[src/rtl/vc_router_pkg.sv]
// Shared types and helpers for the response router.
// Default payload type and counter width helper.
package vc_router_pkg;

  localparam int PLD_W = 8;

  typedef logic [PLD_W-1:0] pld_t;

  function automatic int cnt_w(input int depth);
    return $clog2(depth + 1);
  endfunction

endpackage

[src/rtl/router_dst_fifo.sv]
// Per-destination FIFO: dual ordered write, single read.
// Count is registered; head is the oldest entry.
module router_dst_fifo
  import vc_router_pkg::*;
#(
  parameter int PLD_WIDTH = 8,
  parameter int DEPTH     = 2,
  localparam int CW       = cnt_w(DEPTH),
  localparam int PW       = (DEPTH > 1) ? $clog2(DEPTH) : 1
) (
  input  logic                 clk,
  input  logic                 rst_n,
  input  logic                 wr0_en,
  input  logic [PLD_WIDTH-1:0] wr0_pld,
  input  logic                 wr1_en,
  input  logic [PLD_WIDTH-1:0] wr1_pld,
  input  logic                 rd_rdy,
  output logic [CW-1:0]        cnt,
  output logic [PLD_WIDTH-1:0] head
);

  logic [PLD_WIDTH-1:0] mem [DEPTH];
  logic [PW-1:0]        wptr;
  logic [PW-1:0]        rptr;
  logic [PW-1:0]        wptr1;
  logic [PW-1:0]        wptr2;
  logic                 pop;

  function automatic logic [PW-1:0] inc(input logic [PW-1:0] p);
    return (p == PW'(DEPTH - 1)) ? '0 : p + 1'b1;
  endfunction

  assign wptr1 = inc(wptr);
  assign wptr2 = inc(wptr1);
  assign pop   = rd_rdy & (cnt != '0);
  assign head  = mem[rptr];

  // storage, pointers and occupancy
  always_ff @(posedge clk or negedge rst_n) begin
    if (!rst_n) begin
      for (int i = 0; i < DEPTH; i++) mem[i] <= '0;
      wptr <= '0;
      rptr <= '0;
      cnt  <= '0;
    end else begin
      if (wr0_en) mem[wptr] <= wr0_pld;
      if (wr1_en) mem[wr0_en ? wptr1 : wptr] <= wr1_pld;
      if (wr0_en & wr1_en)      wptr <= wptr2;
      else if (wr0_en | wr1_en) wptr <= wptr1;
      if (pop) rptr <= inc(rptr);
      cnt <= cnt + CW'(wr0_en) + CW'(wr1_en) - CW'(pop);
    end
  end

endmodule

[src/rtl/two_to_n_resp_router.sv]
// Two-lane to N-destination response router with per-destination FIFOs.
// Option: TWO_TO_N_ROUTER_DST_CHK_EN drops out-of-range lanes and flags err_vld.
module two_to_n_resp_router
  import vc_router_pkg::*;
#(
  parameter int N          = 10,
  parameter int PLD_WIDTH  = 8,
  parameter int DEPTH      = 2,
  localparam int IDX_W     = $clog2(N)
) (
  input  logic                           clk,
  input  logic                           rst_n,
  input  logic [1:0]                     in_vld,
  output logic [1:0]                     in_rdy,
  input  logic [1:0][IDX_W-1:0]          in_dst,
  input  logic [1:0][PLD_WIDTH-1:0]      in_pld,
  output logic [N-1:0]                   out_vld,
  input  logic [N-1:0]                   out_rdy,
  output logic [N-1:0][PLD_WIDTH-1:0]    out_pld,
  output logic                           err_vld
);

  localparam int NP = 1 << IDX_W;
  localparam int CW = cnt_w(DEPTH);

  logic [CW-1:0] cnt [N];
  logic [NP-1:0] sp1;
  logic [NP-1:0] sp2;
  logic [1:0]    bad;
  logic [1:0]    act;
  logic [1:0]    push;
  logic [1:0]    rdy;
  logic          same;
  logic          conflict;
  logic          prio;

  for (genvar d = 0; d < N; d++) begin : g_dst
    router_dst_fifo #(
      .PLD_WIDTH (PLD_WIDTH),
      .DEPTH     (DEPTH)
    ) u_fifo (
      .clk     (clk),
      .rst_n   (rst_n),
      .wr0_en  (push[0] & (in_dst[0] == IDX_W'(d))),
      .wr0_pld (in_pld[0]),
      .wr1_en  (push[1] & (in_dst[1] == IDX_W'(d))),
      .wr1_pld (in_pld[1]),
      .rd_rdy  (out_rdy[d]),
      .cnt     (cnt[d]),
      .head    (out_pld[d])
    );
    assign sp1[d]     = cnt[d] < CW'(DEPTH);
    assign sp2[d]     = cnt[d] <= CW'(DEPTH - 2);
    assign out_vld[d] = cnt[d] != '0;
  end

  for (genvar d = N; d < NP; d++) begin : g_pad
    assign sp1[d] = 1'b0;
    assign sp2[d] = 1'b0;
  end

`ifdef TWO_TO_N_ROUTER_DST_CHK_EN
  for (genvar i = 0; i < 2; i++) begin : g_chk
    assign bad[i] = in_vld[i] &
                    ({1'b0, in_dst[i]} >= (IDX_W + 1)'(N));
  end
`else
  assign bad = 2'b00;
`endif

  assign act  = in_vld & ~bad;
  assign same = act[0] & act[1] & (in_dst[0] == in_dst[1]);

  // lane readiness from registered occupancy and prio only
  always_comb begin
    rdy      = {sp1[in_dst[1]], sp1[in_dst[0]]};
    conflict = 1'b0;
    if (same) begin
      if (sp2[in_dst[0]]) begin
        rdy = 2'b11;
      end else if (sp1[in_dst[0]]) begin
        rdy      = prio ? 2'b10 : 2'b01;
        conflict = 1'b1;
      end else begin
        rdy = 2'b00;
      end
    end
  end

  assign in_rdy = rdy | bad;
  assign push   = act & rdy;

  // winner of a one-slot conflict always transfers, so flip on it
  always_ff @(posedge clk or negedge rst_n) begin
    if (!rst_n) prio <= 1'b0;
    else if (conflict) prio <= ~prio;
  end

`ifdef TWO_TO_N_ROUTER_DST_CHK_EN
  logic err_q;

  // sticky out-of-range flag
  always_ff @(posedge clk or negedge rst_n) begin
    if (!rst_n) err_q <= 1'b0;
    else if (|bad) err_q <= 1'b1;
  end

  assign err_vld = err_q;
`else
  assign err_vld = 1'b0;
`endif

endmodule
[config.mk]
export PLATFORM = sky130hd
export DESIGN_NAME = two_to_n_resp_router
export DESIGN_NICKNAME = d
export VERILOG_FILES = /design/src/rtl/vc_router_pkg.sv /design/src/rtl/router_dst_fifo.sv /design/src/rtl/two_to_n_resp_router.sv
export SDC_FILE = /design/constraint.sdc
export NUM_CORES = 1
export LEC_CHECK = 0
export ABC_AREA = 1
export CAP_MARGIN = 5
export CORE_MARGIN = 2
export CORE_UTILIZATION = 53
export DETAILED_ROUTE_END_ITERATION = 10
export PLACE_DENSITY = 0.77
export SLEW_MARGIN = 20
export SYNTH_ARGS = -nofsm -noshare
export SYNTH_HDL_FRONTEND = slang
export SYNTH_SLANG_ARGS = --single-unit
export TNS_END_PERCENT = 1
[constraint.sdc]
create_clock -name clk -period 2.65 [get_ports clk]
set_input_delay 0.265 -clock clk [delete_from_list [all_inputs] [get_ports clk]]
set_output_delay 0.265 -clock clk [all_outputs]
set_load 0.02 [all_outputs]
* Word-level counts from Yosys, hierarchy flattened
Index checks and enable logic that the tools add are counted.
Word-level totals: register bits after elaboration 201, input bits 38, output and inout bits 93, logic and storage cells 511
Cells by class: add/sub/neg operators 60, order comparisons 72, equal/unequal tests 19, multiplexer cells 183, bitwise operators 84, reduce and logical (&&, ||, !) cells 42
Operator list (number):
- $mux W8 | 50
- $bwmux W16 | 20
- $mux W16 | 20
- $demux W8 S1 | 20
- $mux W1 | 66
- $ge A2 B2 Y1 const B | 30
- $not A1 Y2 | 30
- $and A1 B1 Y1 | 42
- $add A2 B1 Y2 | 20
- $lt A2 B1 Y1 const B | 20
- $reduce_bool A2 Y1 | 20
- $eq A4 B3 Y1 const B | 8
- $add A1 B1 Y1 const B | 30
- $le A2 B1 Y1 const B | 10
- $logic_and A1 B1 Y1 | 20
- $lt A2 B2 Y1 const B | 10
- $sub A2 B1 Y2 | 10
- $eq A4 B2 Y1 const B | 4
- $eq A4 B4 Y1 const B | 4
- $bmux W1 S4 | 3
- $lt A4 B5 Y1 const B | 2
- $or A1 B1 Y1 | 10
- $eq A4 B1 Y1 const B | 2
- $logic_not A4 Y1 | 2
- other kinds (4) | 7

* Depth between registers and ports, before layout
word-level depth 16, depth in mapped cells 19, mapped depth without buffers 17

* By module
Synthesis repeated with hierarchy kept, for this count alone.
Unflattened totals: cells, all modules 1933, area, all modules 13320.3 um^2
Modules (own cells, without submodules):
- router_dst_fifo (g_dst[0].u_fifo ...) | times used 9, cells an instance 173, area each 1241.2 um^2, sequential area each 500.5 um^2
- router_dst_fifo (g_dst[9].u_fifo) | times used 1, cells an instance 174, area each 1277.5 um^2, sequential area each 500.5 um^2
- two_to_n_resp_router | times used 1, cells an instance 202, area each 872.1 um^2, sequential area each 25.0 um^2

* Least setup slack after synthesis
Ideal clock, no wire load.
path kind reg-to-reg, start register g_dst[7].u_fifo.cnt[1], end register g_dst[6].u_fifo.cnt[1], library setup time 129 ps, data arrival time 2553 ps, data required time 2521 ps, path slack -32 ps, cell stages (with the launch flop) 18, buffers on the path 1, clock period less this slack 2682 ps, cell sequence dfrtp_1 inv_1 nand2_1 nor2_1 nor2_1 nand2_1 nand2_1 nand3_2 nor2_1 nand2_1 nand3_2 buf_6 nor2_8 inv_1 ha_1 fa_1 xnor2_1 xor2_1
On the way: cells in the longest elaborated chain, start to end 11, elaborated cells between the ends (all ways) 17, classes of those cells add/sub: 3; order compare: 2; mux: 9; bitwise: 3
Ends and longest elaborated chain:
- start: declaration | line router_dst_fifo.sv:18 | output logic [CW-1:0] cnt,
- start signal: assignment | line router_dst_fifo.sv:51 | cnt <= cnt + CW'(wr0_en) + CW'(wr1_en) - CW'(pop);
- $lt A2 B2 Y1 | line two_to_n_resp_router.sv:52 | assign sp1[d] = cnt[d] < CW'(DEPTH);
- $bmux W1 S4 | line two_to_n_resp_router.sv:76, two_to_n_resp_router.sv:81
- $mux W1 (implied by the code) | line two_to_n_resp_router.sv:76, two_to_n_resp_router.sv:81
- $mux W2 | line two_to_n_resp_router.sv:81 | end else if (sp1[in_dst[0]]) begin
- $mux W2 | line two_to_n_resp_router.sv:79 | if (sp2[in_dst[0]]) begin
- $mux W2 * | line two_to_n_resp_router.sv:78 | if (same) begin
- $and A2 B2 Y2 * | line two_to_n_resp_router.sv:91 | assign push = act & rdy;
- $and A1 B1 Y1 | line two_to_n_resp_router.sv:44 | .wr0_en (push[0] & (in_dst[0] == IDX_W'(d))),
- $add A2 B1 Y2 | line router_dst_fifo.sv:51
- $add A2 B1 Y2 * | line router_dst_fifo.sv:51
- $sub A2 B1 Y2 * | line router_dst_fifo.sv:51
- end signal: assignment | line router_dst_fifo.sv:51
- end: declaration | line router_dst_fifo.sv:18
Mark *: on every way between the ends. The rest lies on a longest branch, timed or not. The select of a mux whose other input is x is not followed. A chain may end at the register's enable or synchronous reset.

* Final worst setup path
start register g_dst[3].u_fifo.cnt[1], end register g_dst[5].u_fifo.cnt[1]
On the way: cells in the longest elaborated chain, start to end 11, elaborated cells between the ends (all ways) 17, classes of those cells add/sub: 3; order compare: 2; mux: 9; bitwise: 3
Ends and longest elaborated chain (line):
- start: declaration | router_dst_fifo.sv:18
- start signal: assignment | router_dst_fifo.sv:51
- $lt A2 B2 Y1 | two_to_n_resp_router.sv:52
- $bmux W1 S4 | two_to_n_resp_router.sv:76, two_to_n_resp_router.sv:81
- $mux W1 (implied by the code) | two_to_n_resp_router.sv:76, two_to_n_resp_router.sv:81
- $mux W2 | two_to_n_resp_router.sv:81
- $mux W2 | two_to_n_resp_router.sv:79
- $mux W2 * | two_to_n_resp_router.sv:78
- $and A2 B2 Y2 * | two_to_n_resp_router.sv:91
- $and A1 B1 Y1 | two_to_n_resp_router.sv:44
- $add A2 B1 Y2 | router_dst_fifo.sv:51
- $add A2 B1 Y2 * | router_dst_fifo.sv:51
- $sub A2 B1 Y2 * | router_dst_fifo.sv:51
- end signal: assignment | router_dst_fifo.sv:51
- end: declaration | router_dst_fifo.sv:18
Marks and branches as above.

==> run summary <==
register share of total power -> 0.299
Crit Path Max Fanout -> 4
die area -> 0.0284 mm^2
DR pass1 iterations -> 6
Internal -> 11000 uW
clock slew at reported path FFs -> 60 ps
period utilization -> 0.973
die width -> 169 um
Slew HR -> 0.586
Post-layout nets -> 2184
via count -> 13600
Max Cap Viol -> 0
r2r startpoint -> g_dst[3].u_fifo.cnt[1]
Adder-Cell Fraction of Synth Area -> 0.0227
Warnings, synthesis -> 0
clk root buf -> clkbuf_16
clock buffer depth -> 3
RSZ-0062 raised after global routing -> true
DPL Wire Length -> 26500 um
CP peak stage delay -> 380 ps
crit start category -> flop
compound-gate portion of the synthesized area -> 0.0589
fmax -> 0.388 GHz
post-synth top area share -> 0.351
reg2reg end -> g_dst[5].u_fifo.cnt[1]
maximum number of pins on one net before global-route repair -> 70
Skew-Pair Late Insertion Delay -> 520 ps
Worst EP arrival -> 2960 ps
cell repeated most along the worst path -> nand2_1
pwr dens -> 1100 mW/mm^2
hold crit path type -> primary input to async pin
io pins -> 131
clock share of power -> 0.157
worst setup path class -> flop to flop
Seq/Total Area, Yosys -> 0.351
Core ar. -> 0.0268 mm^2
Layout area overhead -> 23.6%
Net Count, Synth -> 1987
Routed Antenna Nets -> 0
post-synthesis cell area -> 0.0143 mm^2
initial antenna violation count -> 4
worst reg-to-reg path cell count -> 15
CTS sink cnt -> 201
combinational fraction of design power -> 0.543
Worst Setup End Kind -> flop
Die H -> 169 um
total gr overflow -> 0
Worst-Margin Slew -> 622 ps
total CTS buffers -> 23
crit path cell chain -> nor2_1 > nand2_1 > nand2_1 > o21ai_1 > nand3_2 > nor2_2 > nand2_2 > nand3_4 > buf_6 > nor2_8 > inv_1 > ha_1 > fa_2 > xnor2_2 > xor2_1
Syn Inst Count -> 1929
Synth Area in XOR/XNOR -> 0.0189
CP max-delay cell -> dfrtp_1
vias per inst -> 5.47
Sw Ratio -> 0.437
power after layout -> 19600 uW
R2R Setup Slk -> 70 ps
P_leak -> 0.00960 uW
Final setup viols -> 0
wire per inst -> 16.8 um
Initial Util -> 0.535
GPL Wtd Cong -> 0.904
mux share of post-synthesis cell area -> 0.112
largest family of logic cells by synthesized area -> simple AND/OR/NAND/NOR gates
Synth cell types -> 35
Synth Area in Simple Gates -> 0.365
first-pass GRT wire length -> 66400 um
Final Hold Vio Count -> 0
clock skew -> 16.3 ps
initial DRC count -> 1059
area leader, netlist -> dfrtp_1
CTS tree -> built
Total GRT Usage -> 0.289
Seq cells post-synth -> 201
CTS HTree Levels -> 1
Port Buffer Count -> 129
share of post-route cells with drive strength above 1 -> 0.155
Area contributors post-synth -> dfrtp_1 35%, nand2_1 21%, mux2i_1 11%
Mean Syn Cell Area -> 7.44 um^2
# rows -> 60
vias in the first global route -> 13000
final WL -> 41700 um
status -> finished clean
max-slew violations -> 0
final-layout fill cell count -> 2233
Worst VDD drop -> 0.609 mV
Req. time, crit path -> 3040 ps
final design utilization -> 0.662
# DRC -> 0
Final min period -> 2580 ps
Sw Pwr -> 8560 uW
setup TNS -> 0 ps
kinds of logic after synthesis:
logic type | count (synthesis)
other cells | 1
simple gates | 1124
mux | 160
xor+xnor | 31
buf+inv | 224
compound gates | 168
fa+ha+maj | 20
flops | 201
through the flow:
stage               worst slack (ps)  area, um^2  hold slack (ps)  std cells
detailed placement              -558       16700              326       2436
finish                          72.4       17700              324       2483
floorplan                       5.98       14400            -30.6       1929
CTS                            -13.4       17400              348       2476
global route                   -78.7       17700              386       2482
global placement                -509       16700              322       2436
worst max path at each step:
stage	startpoint	to	slack [ps]	cells past startpoint
finish	g_dst[3].u_fifo.cnt[1]	g_dst[5].u_fifo.cnt[1]	70	15
global route	g_dst[6].u_fifo.cnt[1]	g_dst[5].u_fifo.cnt[1]	-80	16
detailed placement	in_dst[0]	g_dst[6].u_fifo.cnt[1]	-560	18
floorplan	in_dst[1]	g_dst[6].u_fifo.cnt[1]	6	18
global placement	in_dst[0]	g_dst[6].u_fifo.cnt[1]	-510	18
CTS	g_dst[7].u_fifo.cnt[1]	g_dst[6].u_fifo.cnt[1]	-10	17
Yosys cell counts:
library cell  instances
nor2_8               11
buf_12                1
nand2_2               4
mux2i_1             160
and2_1                1
nand3_1             169
xor2_1               21
nand2_1             820
nand3_4               7
conb_1                1
clkbuf_1             49
nor2_2                1
buf_2                47
nand4_2              19
ha_1                 10
o21ai_0             119
buf_4                 2
xnor2_1              10
nor2_4                1
inv_2                 4
a21oi_1               1
a22oi_1               1
buf_8                 2
nand3_2               4
nor3_1                1
nor2_1               41
dfrtp_1             201
nand4_1               5
buf_6                12
o22ai_1               1
clkinv_1             10
nand2_4              40
o21ai_1              46
inv_1                97
fa_1                 10
registers in the layout, indices dropped and copies added (netlist names):
| name | flops |
|---|---|
| g_dst.u_fifo.mem | 160 |
| g_dst.u_fifo.cnt | 20 |
| g_dst.u_fifo.rptr | 10 |
| g_dst.u_fifo.wptr | 10 |
| prio | 1 |
layer usage:
| metal | routed length (um) | part of all wire | track usage | vias to the layer above |
|---|---|---|---|---|
| li1 | - | - | - | 6593 |
| met1 | 17300 | 0.41 | 0.388 | 6373 |
| met2 | 19900 | 0.48 | 0.484 | 529 |
| met3 | 3290 | 0.079 | 0.0428 | 88 |
| met4 | 1180 | 0.028 | 0.0892 | 4 |
| met5 | 16 | 0.00038 | 0 | - |
placed cells by master (no fill, tap or decap), types with 23 or more instances in the layout:
cell type and instances:
buf_4 142, clkbuf_16 23, clkdlybuf4s50_1 124, dfrtp_1 201, inv_1 88, mux2i_1 160
nand2_1 815, nand2_4 41, nand3_1 168, nor2_1 35, o21ai_0 119, o21ai_1 46
repair_timing:
item                                    CTS  global route
pin swaps                                 0            25
resized for setup                         8            51
setup buffers                             0             5
hold buffers                              1             0
hold endpoints to repair                 66             0
endpoints found under the setup margin   12            15
critical path, delay by kind of cell (launching register included):
kind	cells	cell delay (ps)
and+or+nand+nor	8	820
adders and majority gates	2	670
DFF	1	380
xor gates and xnor gates	2	290
buffers and inverters	2	210
AOI/OAI and AO/OA	1	70
power by group through the flow:
stage	clock [uW]	sequential (uW)	combinational (uW)
floorplan	0	5280	7080
global placement	0	5760	10000
detailed placement	0	5850	10300
CTS	3110	5820	10400
global route	3230	6040	11700
finish	3080	5860	10600
area by class of cell:
class                   count  area (um^2)  share of cell area
inverters                 111          424              0.0239
multi-input cells        1504         8540               0.482
flip-flops and latches    201         5030               0.284
well taps                 341          427              0.0241
clock inverters             3         15.0            0.000846
repair buffers            285         2600               0.147
diodes                      2         5.00            0.000282
clock buffers              36          694              0.0391
No activity file was read; power rests on OpenSTA's default activity.
